[src/rtl/bn_dmux_seq.sv]
`default_nettype none
// ============================================================================
// Module   : bn_dmux_seq
// Brief    : Upstream sequencer for the 1-to-3 16-bit demultiplexer in the
//            systolic BN datapath. Sorts a valid/ready sample stream into
//            three consecutive passes of BATCH_SIZE samples each:
//              pass 0 -> statistics/mean lane  (sel = 2'b00)
//              pass 1 -> range lane            (sel = 2'b01)
//              pass 2 -> normalize lane        (sel = 2'b10)
//            sel = 2'b11 parks the demux on idle (all lanes zero).
// Ports    : clk, rst       - clock, synchronous active-high reset
//            start, abort   - begin a sequence (IDLE only) / return to IDLE
//            in_valid, in_ready, in_data    - upstream sample handshake
//            sel, out_data, out_valid       - registered demux drive
//            pass_idx, busy, done           - registered status
// Revision : 1.0 - initial release
// ============================================================================
module bn_dmux_seq #(
    parameter int DATA_WIDTH = 16,
    parameter int BATCH_SIZE = 16,
    parameter int CNT_W      = 16
) (
    input  logic                  clk,
    input  logic                  rst,
    input  logic                  start,
    input  logic                  abort,
    input  logic                  in_valid,
    output logic                  in_ready,
    input  logic [DATA_WIDTH-1:0] in_data,
    output logic [1:0]            sel,
    output logic [DATA_WIDTH-1:0] out_data,
    output logic                  out_valid,
    output logic [1:0]            pass_idx,
    output logic                  busy,
    output logic                  done
);

    localparam logic [2:0]       S_IDLE     = 3'd0;
    localparam logic [2:0]       S_PASS0    = 3'd1;
    localparam logic [2:0]       S_PASS1    = 3'd2;
    localparam logic [2:0]       S_PASS2    = 3'd3;
    localparam logic [2:0]       S_DONE     = 3'd4;

    localparam logic [1:0]       C_SEL_IDLE = 2'b11;
    localparam logic [CNT_W-1:0] C_CNT_LAST = CNT_W'(BATCH_SIZE - 1);

    logic [2:0]            r_state;
    logic [CNT_W-1:0]      r_cnt;
    logic [1:0]            r_sel;
    logic [DATA_WIDTH-1:0] r_out_data;
    logic                  r_out_valid;
    logic [1:0]            r_pass_idx;
    logic                  r_busy;
    logic                  r_done;

    logic                  w_in_pass;
    logic                  w_accept;
    logic                  w_last;
    logic [1:0]            w_pass_code;
    logic [2:0]            w_state_nxt;
    logic [CNT_W-1:0]      w_cnt_nxt;
    logic [1:0]            w_pass_idx_nxt;
    logic                  w_busy_nxt;

    assign w_in_pass = (r_state == S_PASS0) || (r_state == S_PASS1) ||
                       (r_state == S_PASS2);

    // rst is folded in so nothing upstream sees a handshake during reset.
    assign in_ready  = w_in_pass && !abort && !rst;
    assign w_accept  = in_valid && in_ready;
    assign w_last    = (r_cnt == C_CNT_LAST);

    always_comb begin
        w_state_nxt    = r_state;
        w_cnt_nxt      = r_cnt;
        w_pass_code    = C_SEL_IDLE;
        w_pass_idx_nxt = 2'd0;
        w_busy_nxt     = 1'b0;

        case (r_state)
            S_PASS0: w_pass_code = 2'b00;
            S_PASS1: w_pass_code = 2'b01;
            S_PASS2: w_pass_code = 2'b10;
            default: w_pass_code = C_SEL_IDLE;
        endcase

        if (abort) begin
            w_state_nxt = S_IDLE;
            w_cnt_nxt   = '0;
        end else begin
            case (r_state)
                S_IDLE: begin
                    if (start) begin
                        w_state_nxt = S_PASS0;
                        w_cnt_nxt   = '0;
                    end
                end
                S_PASS0, S_PASS1, S_PASS2: begin
                    if (w_accept) begin
                        if (w_last) begin
                            // Advance on the final accept so the next pass
                            // can take a sample on the very next cycle.
                            w_cnt_nxt = '0;
                            case (r_state)
                                S_PASS0: w_state_nxt = S_PASS1;
                                S_PASS1: w_state_nxt = S_PASS2;
                                default: w_state_nxt = S_DONE;
                            endcase
                        end else begin
                            w_cnt_nxt = r_cnt + CNT_W'(1);
                        end
                    end
                end
                S_DONE: begin
                    w_state_nxt = S_IDLE;
                end
                default: begin
                    w_state_nxt = S_IDLE;
                    w_cnt_nxt   = '0;
                end
            endcase
        end

        // Status registers track the state they will sit beside.
        case (w_state_nxt)
            S_PASS0: begin w_pass_idx_nxt = 2'd0; w_busy_nxt = 1'b1; end
            S_PASS1: begin w_pass_idx_nxt = 2'd1; w_busy_nxt = 1'b1; end
            S_PASS2: begin w_pass_idx_nxt = 2'd2; w_busy_nxt = 1'b1; end
            default: begin w_pass_idx_nxt = 2'd0; w_busy_nxt = 1'b0; end
        endcase
    end

    always_ff @(posedge clk) begin
        if (rst) begin
            r_state     <= S_IDLE;
            r_cnt       <= '0;
            r_sel       <= C_SEL_IDLE;
            r_out_data  <= '0;
            r_out_valid <= 1'b0;
            r_pass_idx  <= 2'd0;
            r_busy      <= 1'b0;
            r_done      <= 1'b0;
        end else begin
            r_state    <= w_state_nxt;
            r_cnt      <= w_cnt_nxt;
            r_pass_idx <= w_pass_idx_nxt;
            r_busy     <= w_busy_nxt;
            // Lands in the same cycle as the last pass-2 sample on the outputs.
            r_done     <= (w_state_nxt == S_DONE);

            // sel and data share one register stage so they never skew;
            // without an accept the demux is parked on zeros.
            if (w_accept) begin
                r_sel       <= w_pass_code;
                r_out_data  <= in_data;
                r_out_valid <= 1'b1;
            end else begin
                r_sel       <= C_SEL_IDLE;
                r_out_data  <= '0;
                r_out_valid <= 1'b0;
            end
        end
    end

    assign sel       = r_sel;
    assign out_data  = r_out_data;
    assign out_valid = r_out_valid;
    assign pass_idx  = r_pass_idx;
    assign busy      = r_busy;
    assign done      = r_done;

endmodule
`default_nettype wire

[config.mk]
export PLATFORM = sky130hd
export DESIGN_NAME = bn_dmux_seq
export DESIGN_NICKNAME = d
export VERILOG_FILES = /design/src/rtl/bn_dmux_seq.sv
export SDC_FILE = /design/constraint.sdc
export NUM_CORES = 1
export LEC_CHECK = 0
export BUFFER_PORTS_ARGS = -buffer_cell sky130_fd_sc_hd__buf_2
export CAP_MARGIN = 10
export CORE_AREA = 2 2 63 65
export DETAILED_ROUTE_END_ITERATION = 12
export DIE_AREA = 0 0 65 67
export GPL_ROUTABILITY_DRIVEN = 1
export PLACE_DENSITY = 0.76
export SLEW_MARGIN = 20
export SYNTH_ARGS = -nofsm -noshare
export SYNTH_HDL_FRONTEND = slang
export SYNTH_SLANG_ARGS = --single-unit
[constraint.sdc]
create_clock -name clk -period 3.1 [get_ports clk]
set_input_delay 0.31 -clock clk [delete_from_list [all_inputs] [get_ports clk]]
set_output_delay 0.31 -clock clk [all_outputs]
set_load 0.005 [all_outputs]
==> impl_metrics.csv <==
group,metric,value,unit
synthesis,synth_cell_type_count,41,
synthesis,postSynthNetCount,214,
floorplanning,dieArea,4360,um^2
sta,worstMarginPinSlew,0.587,ns
cts,clock-sinks,42,
setup_path,cp_cell_sequence,"o21ba_2 -> nand2_1 -> inv_1 -> nand2_1 -> o311ai_1",
setup_path,critPathRequiredTime,3.31,ns
power,p_per_area,487,nW/um^2
setup_path,slowest_stage,"dfxtp_1",
floorplanning,fp.dieH,67,um
cts,cts_buffer_depth,2,
cts,clk_pin_slew,0.08,ns
route,vias_per_cell,5.64,
power,power,1.02,mW
route,wirelength,3.83,mm
placed_design,placed_cells,275,
cts,worstSkewPairLatency,0.30,ns
sta,post-route-period-util,65.8,%
global_routing,grt_pass1_wl,6.32,mm
floorplanning,fp.dieW,65,um
cells_and_area,fillers,314,
sta,hold_violations,0,
placed_design,port_buffers,44,
sta,setup_tns,0,ns
global_routing,first_global_vias,1400,
sta,holdWs,0.232,ns
cts,numCtsBuffers,5,
synthesis,muxShareOfSynthArea,0,%
setup_path,slowest_delay,0.59,ns
synthesis,synthCells,192,
synthesis,synth_fa_ha_area_share,0.716,%
placed_design,dp_hpwl,2.67,mm
sta,finalClockSkew,0.00584,ns
route,dr.pass1.iters,4,
global_routing,antenna_found_initial,0,
synthesis,yosysWarnings,0,
synthesis,ys_ff_latch,42,
cells_and_area,diodes,0,
route,post-route-drc-count,0,
sta,rsz0062_at_grt,"no",
global_routing,gr-total-overflow,0,
power,p_leak,0.873,nW
outcome,status,"finished clean",
cells_and_area,area_growth,20.1,%
setup_path,end_kind,"register",
cts,cts_setup_buffers,0,
synthesis,syn_area_per_cell,9.10,um^2
setup_path,arrival,2.25,ns
synthesis,synth_edf_count,0,
synthesis,synth_top_family_by_area,"simple AND/OR/NAND/NOR gates",
sta,slew_headroom,60.8,%
sta,finalSetupViolCount,0,
sta,drv_slew,0,
setup_path,worst-path-buf-inv,1,
cells_and_area,drive_gt1_share,24.7,%
placed_design,place_ws,1.05,ns
cells_and_area,final_nets,256,
cts,post_cts_resized,0,
synthesis,synth.yosys.seq_area_share,48.1,%
floorplanning,initial_core_util,48.5,%
cells_and_area,final_cells,283,
synthesis,ys.flop_type,"dfxtp_1",
global_routing,grt_max_degree,24,
synthesis,synth-compound-area-share,17.8,%
synthesis,synth-simple-area-share,29.2,%
sta,min_period,2.04,ns
setup_path,cp_common_cell,"nand2_1",
sta,max_freq,490,MHz
setup_path,crit_type,"register to register",
cts,htreeDepth,2,
synthesis,async_flop_share,0,%
cts,cts_tree,"yes",
route,post_drt_wl_per_cell,13.5,um
synthesis,netlist_area,1750,um^2
synthesis,synth_xor_area_share,0.501,%
route,drt_first_iter_violations,142,
floorplanning,rows,22,
floorplanning,core_area,3610,um^2
route,final_antenna_net_count,0,
placed_design,place_congestion,0.803,
cts,cts-root-buf,"clkbuf_8",
floorplanning,io_pins,45,
setup_path,crit_fanout,20,
worst_hold_path,holdCritPathClass,"input port to register",
power,peakVddDrop,0.251,mV
sta,fin_ws,1.06,ns
job,maxCapViolations,0,
global_routing,grtUsageTotal,19.0,%
setup_path,crit_family,"compound AO/OA/AOI/OAI gates",
route,num_vias,1595,
cts,cts_hold_buf,0,
setup_path,cp-start-kind,"register",
worst reg2reg max path, cell delays in order, from the launching register on:
cell and delay, ns:
dfxtp_1 0.59, o21ba_2 0.42, nand2_1 0.17, inv_1 0.41
nand2_1 0.11, o311ai_1 0.25
final cells by class:
cell class | instances | area (um^2) | area share, %
Multi-Input combinational cell | 135 | 842 | 40.1
Sequential cell | 42 | 841 | 40.0
Timing Repair Buffer | 45 | 228 | 10.8
Clock buffer | 6 | 72.6 | 3.46
Tap cell | 48 | 60.1 | 2.86
Clock inverter | 2 | 37.5 | 1.79
Inverter | 5 | 18.8 | 0.894
cells in the mapped netlist (4+ instances only):
master / number / area (um^2)
a21oi_1: 12 / 60.1
a31oi_1: 15 / 93.8
and3_1: 18 / 113
buf_2: 4 / 20.0
clkbuf_1: 4 / 15.0
dfxtp_1: 42 / 841
inv_1: 5 / 18.8
nand2_1: 13 / 48.8
nand3_1: 6 / 30.0
nand3b_1: 8 / 60.1
nand4_1: 7 / 43.8
nor2_1: 6 / 22.5
nor3_1: 7 / 35.0
nor4_1: 7 / 43.8
o21ai_0: 5 / 25.0
cells in the final DEF (no fill, tap or decap), drive strengths merged, types with 3 or more instances in the layout:
cell type / instances
buf: 45
dfxtp: 42
and3: 18
a31oi: 15
nand2: 13
a21oi: 12
nand3b: 8
nor4: 7
nand4: 7
nor3: 7
nor2: 7
nand3: 6
o21ai: 6
clkbuf: 6
inv: 5
or4: 3
o211ai: 3
state kept, by name (all words and copies together), names as in the netlist:
name / count
busy: 1
done: 1
out_data: 16
r_state: 3
sel: 2
out_valid: 1
pass_idx: 2
r_cnt: 16
kinds of logic (layout without fill, tap and decap cells):
family,Yosys count,in the layout
flops,42,42
simple gates,86,86
compound gates,47,47
buf+inv,15,58
xor+xnor,1,1
fa+ha+maj,1,1
metal layers:
metal	wire length, um	vias to the layer above	GRT usage [%]
met5	0	-	0
met4	72	0	10.1
met3	185	7	3.55
met2	1800	44	31.7
met1	1770	727	23.3
li1	-	817	-
where the power goes:
group	switching, mW	internal (mW)
Combinational	0.0286	0.0200
Clock	0.190	0.240
Sequential	0.00236	0.542
worst paths after layout:
kind	cells past startpoint	to	from	slack, ns
worst max-delay path	5	r_cnt[8]	r_state[1]	1.06
worst min register to register	1	r_cnt[15]	r_cnt[15]	0.48
worst max register to register	5	r_cnt[8]	r_state[1]	1.06
worst min-delay path	2	out_data[2]	in_data[2]	0.23
through the flow:
| stage | cell area, um^2 | util (%) |
|---|---|---|
| floorplan | 1750 | - |
| global placement | 1990 | 55.2 |
| detailed placement | 1990 | 55.2 |
| CTS | 2100 | 58.2 |
| global route | 2100 | 58.2 |
| finish | 2100 | 58.2 |
Note: power is estimated with default switching activity, not from simulation.
